===== src/rtl/note_scroller.sv =====
// Rhythm-game note track: 16-slot scroller with hit-zone judging, score and combo.
// Optional macro NOTE_SCROLLER_COMBO_EN enables the combo counter (otherwise combo reads 0).
module note_scroller (
   input  logic        clock,
   input  logic        reset_b,
   input  logic        tick,
   input  logic        start,
   input  logic [1:0]  chart_data,
   input  logic        chart_valid,
   input  logic        chart_last,
   output logic        chart_ready,
   input  logic        hit_don,
   input  logic        hit_ka,
   output logic [31:0] track_view,
   output logic [15:0] score,
   output logic [7:0]  combo,
   output logic        hit_pulse,
   output logic        miss_pulse,
   output logic        underrun,
   output logic        busy,
   output logic        done
);

   localparam logic [1:0] S_IDLE  = 2'd0;
   localparam logic [1:0] S_PLAY  = 2'd1;
   localparam logic [1:0] S_DRAIN = 2'd2;
   localparam logic [1:0] S_DONE  = 2'd3;

   logic [1:0]  r_state, w_state_nxt;
   logic [31:0] r_track, w_track_judged, w_track_nxt;
   logic [15:0] r_score;
   logic        r_hit, r_miss, r_underrun;

   logic        w_active, w_start, w_key, w_match, w_clear;
   logic        w_hit, w_miss, w_tick, w_shift_miss, w_accept;
   logic [1:0]  w_slot0, w_new;

   assign w_active    = (r_state == S_PLAY) || (r_state == S_DRAIN);
   assign w_start     = start && ((r_state == S_IDLE) || (r_state == S_DONE));
   assign chart_ready = tick && (r_state == S_PLAY);
   assign w_accept    = chart_valid && chart_ready;
   assign w_tick      = tick && w_active;

   // Judging uses the pre-shift hit zone; hit_don wins when both keys pulse.
   assign w_slot0      = r_track[1:0];
   assign w_key        = w_active && (hit_don || hit_ka);
   assign w_match      = hit_don ? (w_slot0 == 2'b01) : (w_slot0 == 2'b10);
   assign w_clear      = w_key && (w_slot0 != 2'b00);
   assign w_hit        = w_clear && w_match;
   assign w_shift_miss = w_tick && (w_slot0 != 2'b00) && !w_clear;
   assign w_miss       = (w_clear && !w_match) || w_shift_miss;

   // Code 11 is loaded as empty so the track only ever holds 00/01/10.
   assign w_new = (w_accept && ((chart_data == 2'b01) || (chart_data == 2'b10)))
                  ? chart_data : 2'b00;

   assign w_track_judged = w_clear ? {r_track[31:2], 2'b00} : r_track;
   assign w_track_nxt    = w_tick ? {w_new, w_track_judged[31:2]} : w_track_judged;

   always_comb begin
      w_state_nxt = r_state;
      case (r_state)
         S_IDLE, S_DONE: if (w_start) w_state_nxt = S_PLAY;
         S_PLAY:         if (w_accept && chart_last) w_state_nxt = S_DRAIN;
         S_DRAIN:        if (w_track_nxt == 32'd0) w_state_nxt = S_DONE;
         default:        w_state_nxt = S_IDLE;
      endcase
   end

   always_ff @(posedge clock or negedge reset_b) begin
      if (!reset_b) begin
         r_state    <= S_IDLE;
         r_track    <= 32'd0;
         r_score    <= 16'd0;
         r_hit      <= 1'b0;
         r_miss     <= 1'b0;
         r_underrun <= 1'b0;
      end else begin
         r_state <= w_state_nxt;
         r_hit   <= w_hit;
         r_miss  <= w_miss;
         if (w_start) begin
            r_track    <= 32'd0;
            r_score    <= 16'd0;
            r_underrun <= 1'b0;
         end else begin
            r_track <= w_track_nxt;
            if (w_hit && (r_score != 16'hFFFF)) r_score <= r_score + 16'd1;
            if (w_tick && (r_state == S_PLAY) && !chart_valid) r_underrun <= 1'b1;
         end
      end
   end

`ifdef NOTE_SCROLLER_COMBO_EN
   logic [7:0] r_combo;

   always_ff @(posedge clock or negedge reset_b) begin
      if (!reset_b)                     r_combo <= 8'd0;
      else if (w_start || w_miss)       r_combo <= 8'd0;
      else if (w_hit && (r_combo != 8'hFF)) r_combo <= r_combo + 8'd1;
   end

   assign combo = r_combo;
`else
   assign combo = 8'h00;
`endif

   assign track_view = r_track;
   assign score      = r_score;
   assign hit_pulse  = r_hit;
   assign miss_pulse = r_miss;
   assign underrun   = r_underrun;
   assign busy       = w_active;
   assign done       = (r_state == S_DONE);

endmodule


===== config.mk =====
export PLATFORM = sky130hd
export DESIGN_NAME = note_scroller
export DESIGN_NICKNAME = d
export VERILOG_FILES = /design/src/rtl/note_scroller.sv
export SDC_FILE = /design/constraint.sdc
export NUM_CORES = 1
export LEC_CHECK = 0
export ABC_AREA = 1
export CORE_UTILIZATION = 45
export CTS_CLUSTER_DIAMETER = 80
export DETAILED_ROUTE_END_ITERATION = 10
export HOLD_SLACK_MARGIN = 0.12
export PLACE_DENSITY = 0.73
export SLEW_MARGIN = 0
export SYNTH_ARGS = -nofsm -noshare
export SYNTH_HDL_FRONTEND = slang
export SYNTH_SLANG_ARGS = --single-unit

===== constraint.sdc =====
create_clock -name clock -period 2 [get_ports clock]
set_clock_uncertainty 0.15 [all_clocks]
set_input_delay 0.4 -clock clock [delete_from_list [all_inputs] [get_ports clock]]
set_output_delay 0.4 -clock clock [all_outputs]
set_load 0.1 [all_outputs]

-- Word level (Yosys, flattened, before mapping)
Index checks and enable logic that the tools add are counted.
- logic and storage cells: 61
- register bits: 53
- RAM bits: 0
- ROM bits: 0
- memories: 0
- latch bits: 0
- divide/modulo/power cells: 0
- reduce and logical (&&, ||, !) cells: 30
- bitwise gates (word level): 0
- multiplexer cells: 13
- add/subtract/negate cells: 1
- $mul: 0
- equal/unequal tests: 11
- $lt $le $gt $ge: 0
- shift-type cells: 0
- operators with widths (cell ; number):
    $mux W32 ; 2
    $logic_not A32 Y1 ; 1
    $mux W16 ; 2
    $add A16 B1 Y16 const B ; 1
    $ne A16 B16 Y1 const B ; 1
    $logic_and A1 B1 Y1 ; 15
    $mux W2 ; 5
    $eq A2 B2 Y1 const B ; 4
    $eq A2 B1 Y1 const B ; 3
    $pmux W2 S3 ; 1
    $reduce_bool A2 Y1 ; 3
    $logic_or A1 B1 Y1 ; 5
    $ne A2 B1 Y1 const B ; 2
    $logic_not A1 Y1 ; 3
    $mux W1 ; 3
    $reduce_and A3 Y1 ; 1
    $logic_not A2 Y1 ; 1
    $ne A2 B2 Y1 const B ; 1
    $reduce_or A2 Y1 ; 1

-- Logic depth before layout (Yosys ltp)
Gate-level depths: netlist of the first run.
- depth after elaboration: 9
- gate-level depth with buffers: 16

-- Worst setup path after synthesis of the first run
OpenSTA, ideal clock, no wires.
- path kind: flip-flop to flip-flop
- start: reg r_score[1], in the netlist score[1]
- end: reg r_score[14], in the netlist score[14]
- data required time: 1.754 ns
- stages on the path, launching flop included: 7
- buffers on the path: 0
- data arrival time: 2.137 ns
- path slack: -0.383 ns
- period minus slack after synthesis: 2.383 ns
- cell sequence: dfrtp_1 -> ha_1 -> nand2_1 -> nor3_1 -> nand3_1 -> xor2_1 -> o31ai_1
- longest elaborated chain between the ends: 3
- elaborated cells between the ends (all ways): 6
- ends and longest elaborated chain (item ; RTL line ; source):
    start: declaration ; 31 ; logic [15:0] r_score;
    start signal: assignment ; 88 ; if (w_hit && (r_score != 16'hFFFF)) r_score <= r_score + 16'd1;
    $add A16 B1 Y16 or $ne A16 B16 Y1 (tied branches) ; 88 ;
    $mux W16 or $logic_and A1 B1 Y1 (tied branches) ; 88 ;
    $mux W16 or $reduce_bool A2 Y1 (tied branches) ; n/a ;
Parallel ways exist; a longest one is shown, timed or not. The select of a mux whose other input is x is not followed.
A chain may end at the register's enable or synchronous reset.

-- Worst setup path after layout of the first run
- start: reg r_state[1]
- end: reg r_state[0]
- longest elaborated chain between the ends: 9
- elaborated cells between the ends (all ways): 24
- ends and longest elaborated chain (item ; RTL line ; source):
    start: declaration ; 29 ; logic [1:0] r_state, w_state_nxt;
    start signal: assignment ; 79 ; r_state <= w_state_nxt;
    $eq A2 B1 Y1 or $eq A2 B2 Y1 (tied branches) ; 38, 40, 62 ;
    $logic_or A1 B1 Y1 or $logic_and A1 B1 Y1 (tied branches) ; 38, 40 ;
    $logic_and A1 B1 Y1, on equally long branches ; 46, 41 ;
    $logic_and A1 B1 Y1, on equally long branches ; 48, 54 ;
    $mux W2, on equally long branches ; 57, 55 ;
    $mux W32 ; 58 ; assign w_track_nxt = w_tick ? {w_new, w_track_judged[31:2]} : w_track_judged;
    $logic_not A32 Y1 ; 65 ; S_DRAIN: if (w_track_nxt == 32'd0) w_state_nxt = S_DONE;
    $ne A2 B1 Y1 (no line) ; n/a ;
    $reduce_and A3 Y1 (no line) ; n/a ;
Parallel ways exist; a longest one is shown, timed or not.

==> flow_summary_export.csv, run 1 <==
group,metric,value,unit
floorplan,die-height,82.7,µm
grt,met2_global_route_usage,47.0,%
routing,detailroute.via_count,3388,
routing,dr.first_iter.drc_count,252,
worst_setup_path,setup.reg_to_reg.worst_slack,-320,ps
worst_setup_path,endpoint_of_the_most_critical_register_to_register_path,"r_state[0]",
synthesis,synth_area_leader_cell,"sky130_fd_sc_hd__dfrtp_1",
grt,grt_start_max_net_pins,36,
timing,finalHoldWorstSlack,398,ps
grt,grt_antenna_before_repair,0,
synthesis,asyncSetResetFlopFracSynth,100,%
clock_network,clock-root-buffer,"sky130_fd_sc_hd__clkbuf_8",
worst_setup_path,critical_setup_path_kind,"reg2reg",
clock_network,cts_sinks,53,
status,status,"complete, but fails checks",
clock_network,worst_skew_pair.late_latency,330,ps
finish,multi_input_area,1600,µm²
finish,post_layout_nonfiller_instances,620,
placement,placed_cells_incl_taps,579,
timing,fin_crit_sh,116,%
clock_network,ctsHtreeMaxLevel,2,
synthesis,synth_seq_area_share,45.3,%
worst_setup_path,worst_r2r_path_depth,15,
grt,vias_in_the_first_global_route,3037,
timing,worst_slack,-317,ps
synthesis,ys_top_cells_by_count,"sky130_fd_sc_hd__nand2_1 (119), sky130_fd_sc_hd__nor2_1 (59), sky130_fd_sc_hd__inv_1 (54)",
worst_setup_path,critical_path.reg2reg.startpoint,"r_state[1]",
synthesis,synth_top_area_share,45.3,%
worst_setup_path,worst_ep_required_time,2060,ps
finish,antenna-diode-count,0,
floorplan,initial_core_util,46.4,%
placement,port-buffer-count,63,
grt,peak_usage_layer_in_the_global_routing_report,"met2",
timing,slew_violations,0,
synthesis,yosysWarningCount,0,
worst_setup_path,worst_setup_path_start_kind,"flip-flop",
floorplan,floorplan.die_area,6840,µm²
floorplan,core,6310,µm²
timing,grt_setup_unrepaired,"true",
synthesis,synth_most_common_cell,"sky130_fd_sc_hd__nand2_1",
routing,drt-pass1-iter-count,7,
synthesis,netlist_area,2930,µm²
grt,groute.layer.met3.usage,4.51,%
grt,overflow,0,
hold_path,min-delay-path-class,"in2async",
grt,grt_util_met1,31.1,%
status,violations,"setup timing",
clock_network,tritoncts,"yes",
placement,post-dp-hpwl,5770,µm
finish,sequential_cell_area,1360,µm²
synthesis,post_synth_main_area_contributors,"sky130_fd_sc_hd__dfrtp_1 (45%), sky130_fd_sc_hd__nand2_1 (15%), sky130_fd_sc_hd__nor2_1 (7.6%), sky130_fd_sc_hd__inv_1 (6.9%), sky130_fd_sc_hd__nand3_1 (4.8%)",
grt,grt.total_usage,26.6,%
placement,gp_congestion,0.865,
grt,grt_pass1_wl,13500,µm
finish,final.fill_count,314,
synthesis,dominantRegCellSynth,"sky130_fd_sc_hd__dfrtp_1",
routing,detail_route.wl_per_cell,17.3,µm
clock_network,clk_buf_depth,2,
worst_setup_path,end_kind,"flip-flop",
worst_setup_path,arrival,2380,ps
job,drv_cap,0,
synthesis,synthesis.area_per_instance,7.33,µm²
synthesis,synth_enable_flop_cells,0,
synthesis,synth.ff_latch_count,53,
timing,timing.final.setup_violations,10,
finish,final_net_count,556,
routing,detail_route.vias_per_cell,5.46,
floorplan,floorplan.io_pins,72,
worst_setup_path,worstPathMaxFanout,7,
clock_network,clock_buffers_created_by_tritoncts,5,
floorplan,fp-row-count,29,
synthesis,postSynthCellCount,400,
floorplan,die_width,82.7,µm
routing,routed_wl,10700,µm
clock_network,cts.reportedPaths.clkPinSlew,90,ps
timing,final_hold_viol_count,0,
finish,fraction_of_layout_cells_with_a_size_suffix_above_1,44.8,%
finish,area_growth,80.3,%
synthesis,ys_types,32,
timing,clock.fmax,432,MHz
timing,min_period,2320,ps
routing,antenna_left,0,
routing,remaining_drc_errors,0,
worst max-delay path by stage:
stage          startpoint          to  slack (ps)  cells after the start
6_report       r_state[1]  r_state[0]        -320                     15
5_1_grt        r_state[0]  r_state[0]        -400                     16
4_1_cts        r_state[0]  r_state[0]        -100                     15
3_5_place_dp         tick  r_state[0]        -550                     14
3_3_place_gp         tick  r_state[1]        -450                     14
2_1_floorplan  r_state[1]  r_state[1]         -30                     15
state kept, by name (all words and copies together) (netlist names):
register	count
hit_pulse	1
score	16
miss_pulse	1
r_state	2
underrun	1
track_view	32
placed cells by master, fill, tap and decap left out, types with 8 or more instances in the layout:
cell type,netlist,layout
sky130_fd_sc_hd__nand2_2,2,24
sky130_fd_sc_hd__buf_6,5,19
sky130_fd_sc_hd__nand2_1,119,92
sky130_fd_sc_hd__conb_1,1,8
sky130_fd_sc_hd__nand3_1,28,21
sky130_fd_sc_hd__buf_4,8,61
sky130_fd_sc_hd__nor2_4,2,8
sky130_fd_sc_hd__a21oi_1,19,12
sky130_fd_sc_hd__nor2_1,59,46
sky130_fd_sc_hd__dfrtp_1,53,36
sky130_fd_sc_hd__buf_12,0,56
sky130_fd_sc_hd__dfrtp_2,0,13
sky130_fd_sc_hd__inv_1,54,51
logic make-up after synthesis:
kind of cell             Yosys count  synth area share [%]
other                              1                 0.128
AND/OR/NAND/NOR                  226                  32.6
XOR/XNOR                           2                 0.598
AO/OA/AOI/OAI                     36                  6.66
flip-flops                        53                  45.3
adder cells (fa/ha/maj)            4                  1.71
buffers and inverters             78                  13.1
worst max-delay path: stages (launching register included):
cell and delay [ps]:
sky130_fd_sc_hd__dfrtp_1 420, sky130_fd_sc_hd__ha_4 340, sky130_fd_sc_hd__inv_8 60, sky130_fd_sc_hd__nand2_8 100
sky130_fd_sc_hd__buf_8 160, sky130_fd_sc_hd__nand2_2 60, sky130_fd_sc_hd__nand2_1 120, sky130_fd_sc_hd__nand2_2 70
sky130_fd_sc_hd__nor2_2 150, sky130_fd_sc_hd__nand2_1 110, sky130_fd_sc_hd__nor2_1 120, sky130_fd_sc_hd__nand3_1 80
sky130_fd_sc_hd__nand2_2 100, sky130_fd_sc_hd__nand2_2 60, sky130_fd_sc_hd__nand2_1 60, sky130_fd_sc_hd__nand2_1 50
metal layers:
metal / routed length, µm / vias up
met5: 0 / -
met4: 557 / 0
met3: 797 / 52
met2: 5460 / 222
met1: 3900 / 1610
li1: - / 1504
stage by stage:
stage / utilization [%] / cell area (µm²) / setup slack [ps] / TNS (ps)
after floorplan: - / 3030 / -31.8 / -62.6
after global placement: 71.8 / 4540 / -447 / -3300
after detailed placement: 71.8 / 4540 / -545 / -4220
after CTS: 77.5 / 4890 / -103 / -356
after global routing: 83.7 / 5280 / -401 / -2400
final: 83.7 / 5280 / -317 / -1180
repair_timing:
| item | CTS | global route |
|---|---|---|
| pin swaps | 12 | 28 |
| setup buffers | 20 | 13 |
| hold buffers | 1 | 0 |
| hold endpoints to repair | 18 | 0 |
| endpoints found under the setup margin | 17 | 19 |
| gates resized for setup | 32 | 88 |
| gates cloned | 1 | 0 |
final cells by class:
type	instances	share of cell area (%)
inverters	58	4.45
repair buffers	147	36.0
flip-flops and latches	53	25.7
multi-input cells	277	30.3
well taps	77	1.82
clock buffers	8	1.71
Power of run 1 is left out: the tool's default activity adds up to more than one toggle a clock period on the data nets, which glitch-free logic cannot reach.
==> run 2, diff against run 1 <==
--- a/config.mk
+++ b/config.mk
@@ -10,7 +10,7 @@
 export CTS_CLUSTER_DIAMETER = 80
 export DETAILED_ROUTE_END_ITERATION = 10
 export HOLD_SLACK_MARGIN = 0.12
-export PLACE_DENSITY = 0.73
+export PLACE_DENSITY = 0.77
 export SLEW_MARGIN = 0
 export SYNTH_ARGS = -nofsm -noshare
 export SYNTH_HDL_FRONTEND = slang
==> run 2 against run 1 <==
The run still ends with setup timing left. Die area did not move. Global-route usage rose by 5.3 points. Wire length shrank 3.5%. Largest cell class unchanged. Sequential share of layout area rose by 1.3 points. Final cell count is 2.6% lower. Count of clock-buffer cells in the layout shrank 2. Non-clock buffer count decreased by 16. Setup slack worse by 61 ps. First-iteration DRC count is 40% higher. Via count shrank 1.1%.
==> flow_summary_export.csv, run 2 (synthesis results as in run 1) <==
group,metric,value,unit
status,status,"complete, but fails checks",
status,violations,"setup timing",
placement,port-buffer-count,63,
worst_setup_path,worst_path_max_delay_cell,"sky130_fd_sc_hd__dfrtp_1",
finish,final_net_count,540,
hold_path,min-delay-path-class,"reg2reg",
floorplan,initial_core_util,46.4,%
clock_network,ctsHtreeMaxLevel,2,
clock_network,cts_sinks,53,
floorplan,floorplan.io_pins,72,
grt,grt_start_max_net_pins,34,
grt,grt.total_usage,31.9,%
worst_setup_path,path_buf_inv,2,
worst_setup_path,worstPathMaxFanout,7,
timing,fin_tns_setup,-1220,ps
routing,detailroute.via_count,3352,
clock_network,cts.reportedPaths.clkPinSlew,110,ps
clock_network,clk_buf_depth,2,
grt,overflow,0,
worst_setup_path,end_kind,"flip-flop",
grt,grt_antenna_before_repair,0,
clock_network,tritoncts,"yes",
finish,finish.utilization,79.7,%
placement,gp_congestion,0.883,
job,drv_cap,0,
routing,remaining_drc_errors,0,
worst_setup_path,critical_path.top_delay_family,"simple AND/OR/NAND/NOR gates",
timing,final_hold_viol_count,0,
finish,fraction_of_layout_cells_with_a_size_suffix_above_1,39.1,%
worst_setup_path,worst_setup_path_start_kind,"flip-flop",
clock_network,worst_skew_pair.late_latency,320,ps
worst_setup_path,worst_ep_required_time,2060,ps
floorplan,die_width,82.7,µm
routing,dr.first_iter.drc_count,352,
finish,area_growth,71.8,%
routing,drt-pass1-iter-count,5,
timing,fin_crit_sh,119,%
finish,final.fill_count,337,
finish,most_common_cell_after_layout_fill_and_taps_aside,"sky130_fd_sc_hd__nand2_1",
timing,max_slew_margin,63.6,%
floorplan,die-height,82.7,µm
grt,vias_in_the_first_global_route,3246,
timing,worstMarginPinSlew,542,ps
timing,slew_violations,0,
floorplan,fp-row-count,29,
routing,detail_route.vias_per_cell,5.55,
timing,worst_slack,-378,ps
floorplan,core,6310,µm²
placement,post-dp-hpwl,5920,µm
routing,routed_wl,10300,µm
timing,timing.final.setup_violations,11,
worst_setup_path,critical_path_cell_by_cell,"ha_4, buf_12, nor2_4, buf_6, nor2_1, a21oi_1, nand2_2, nor2_4, nand3_2, nand2_2, nand2_2, nand2_2, nand2_1",
finish,layout.cells.most_common_list,"sky130_fd_sc_hd__nand2_1 (95), sky130_fd_sc_hd__buf_12 (59), sky130_fd_sc_hd__nor2_1 (54)",
grt,grt_pass1_wl,16000,µm
timing,clock.fmax,421,MHz
worst_setup_path,arrival,2440,ps
floorplan,floorplan.die_area,6840,µm²
clock_network,clock_buffers_created_by_tritoncts,5,
worst_setup_path,critical_path.most_common_cell,"sky130_fd_sc_hd__nand2_2",
clock_network,clock-root-buffer,"sky130_fd_sc_hd__clkbuf_8",
timing,grt_setup_unrepaired,"true",
timing,min_period,2380,ps
worst_setup_path,worst_path_largest_cell_delay,420,ps
worst_setup_path,critical_setup_path_kind,"reg2reg",
finish,antenna-diode-count,0,
routing,antenna_left,0,
finish,largest_reg_flops,32,
routing,detail_route.wl_per_cell,17.1,µm
## run 2: path summary, 6_finish.rpt
| check | from | end | slack, ps | cells past startpoint |
|---|---|---|---|---|
| min in group asynchronous | reset_b | track_view[14] | 420 | 2 |
| max reg2reg | r_state[1] | r_state[1] | -380 | 13 |
| min | score[11] | score[11] | 400 | 1 |
| max | r_state[1] | r_state[1] | -380 | 13 |
| max in group asynchronous | reset_b | track_view[0] | 720 | 3 |
| min reg2reg | score[11] | score[11] | 400 | 1 |
## run 2: layout make-up
class | instances | area (µm²) | area share, %
multi-input combinational | 277 | 1440 | 28.7
inverter | 58 | 225 | 4.47
timing repair buffer | 131 | 1800 | 35.8
tap | 77 | 96.3 | 1.91
clock buffer | 6 | 72.6 | 1.44
clock inverter | 2 | 35.0 | 0.696
sequential | 53 | 1360 | 27.0
## run 2: repair_timing
item,CTS,global route
gates resized for setup,32,35
pin swaps,16,19
cloned,2,0
endpoints found under the setup margin,8,23
hold buffers,1,0
setup buffers,23,1
hold endpoints to repair,20,0
## run 2: layer usage
metal	part of all wire, %	GRT usage [%]	routed length, µm	up-vias
met5	0	0	0	-
met4	4.5	14.7	462	0
met3	7.5	7.14	776	55
met2	49	53.1	5100	239
met1	39	39.1	4000	1595
li1	-	-	-	1463
## run 2: per-stage QoR
step	instance area [µm²]	hold WS, ps	worst slack, ps	instances
2_1_floorplan	3030	-45.6	-31.8	407
3_3_place_gp	4520	243	-419	573
3_5_place_dp	4520	241	-573	573
4_1_cts	4940	390	-134	607
5_1_grt	5030	421	-469	604
6_report	5030	396	-378	604
Power of run 2 is left out for the same reason.
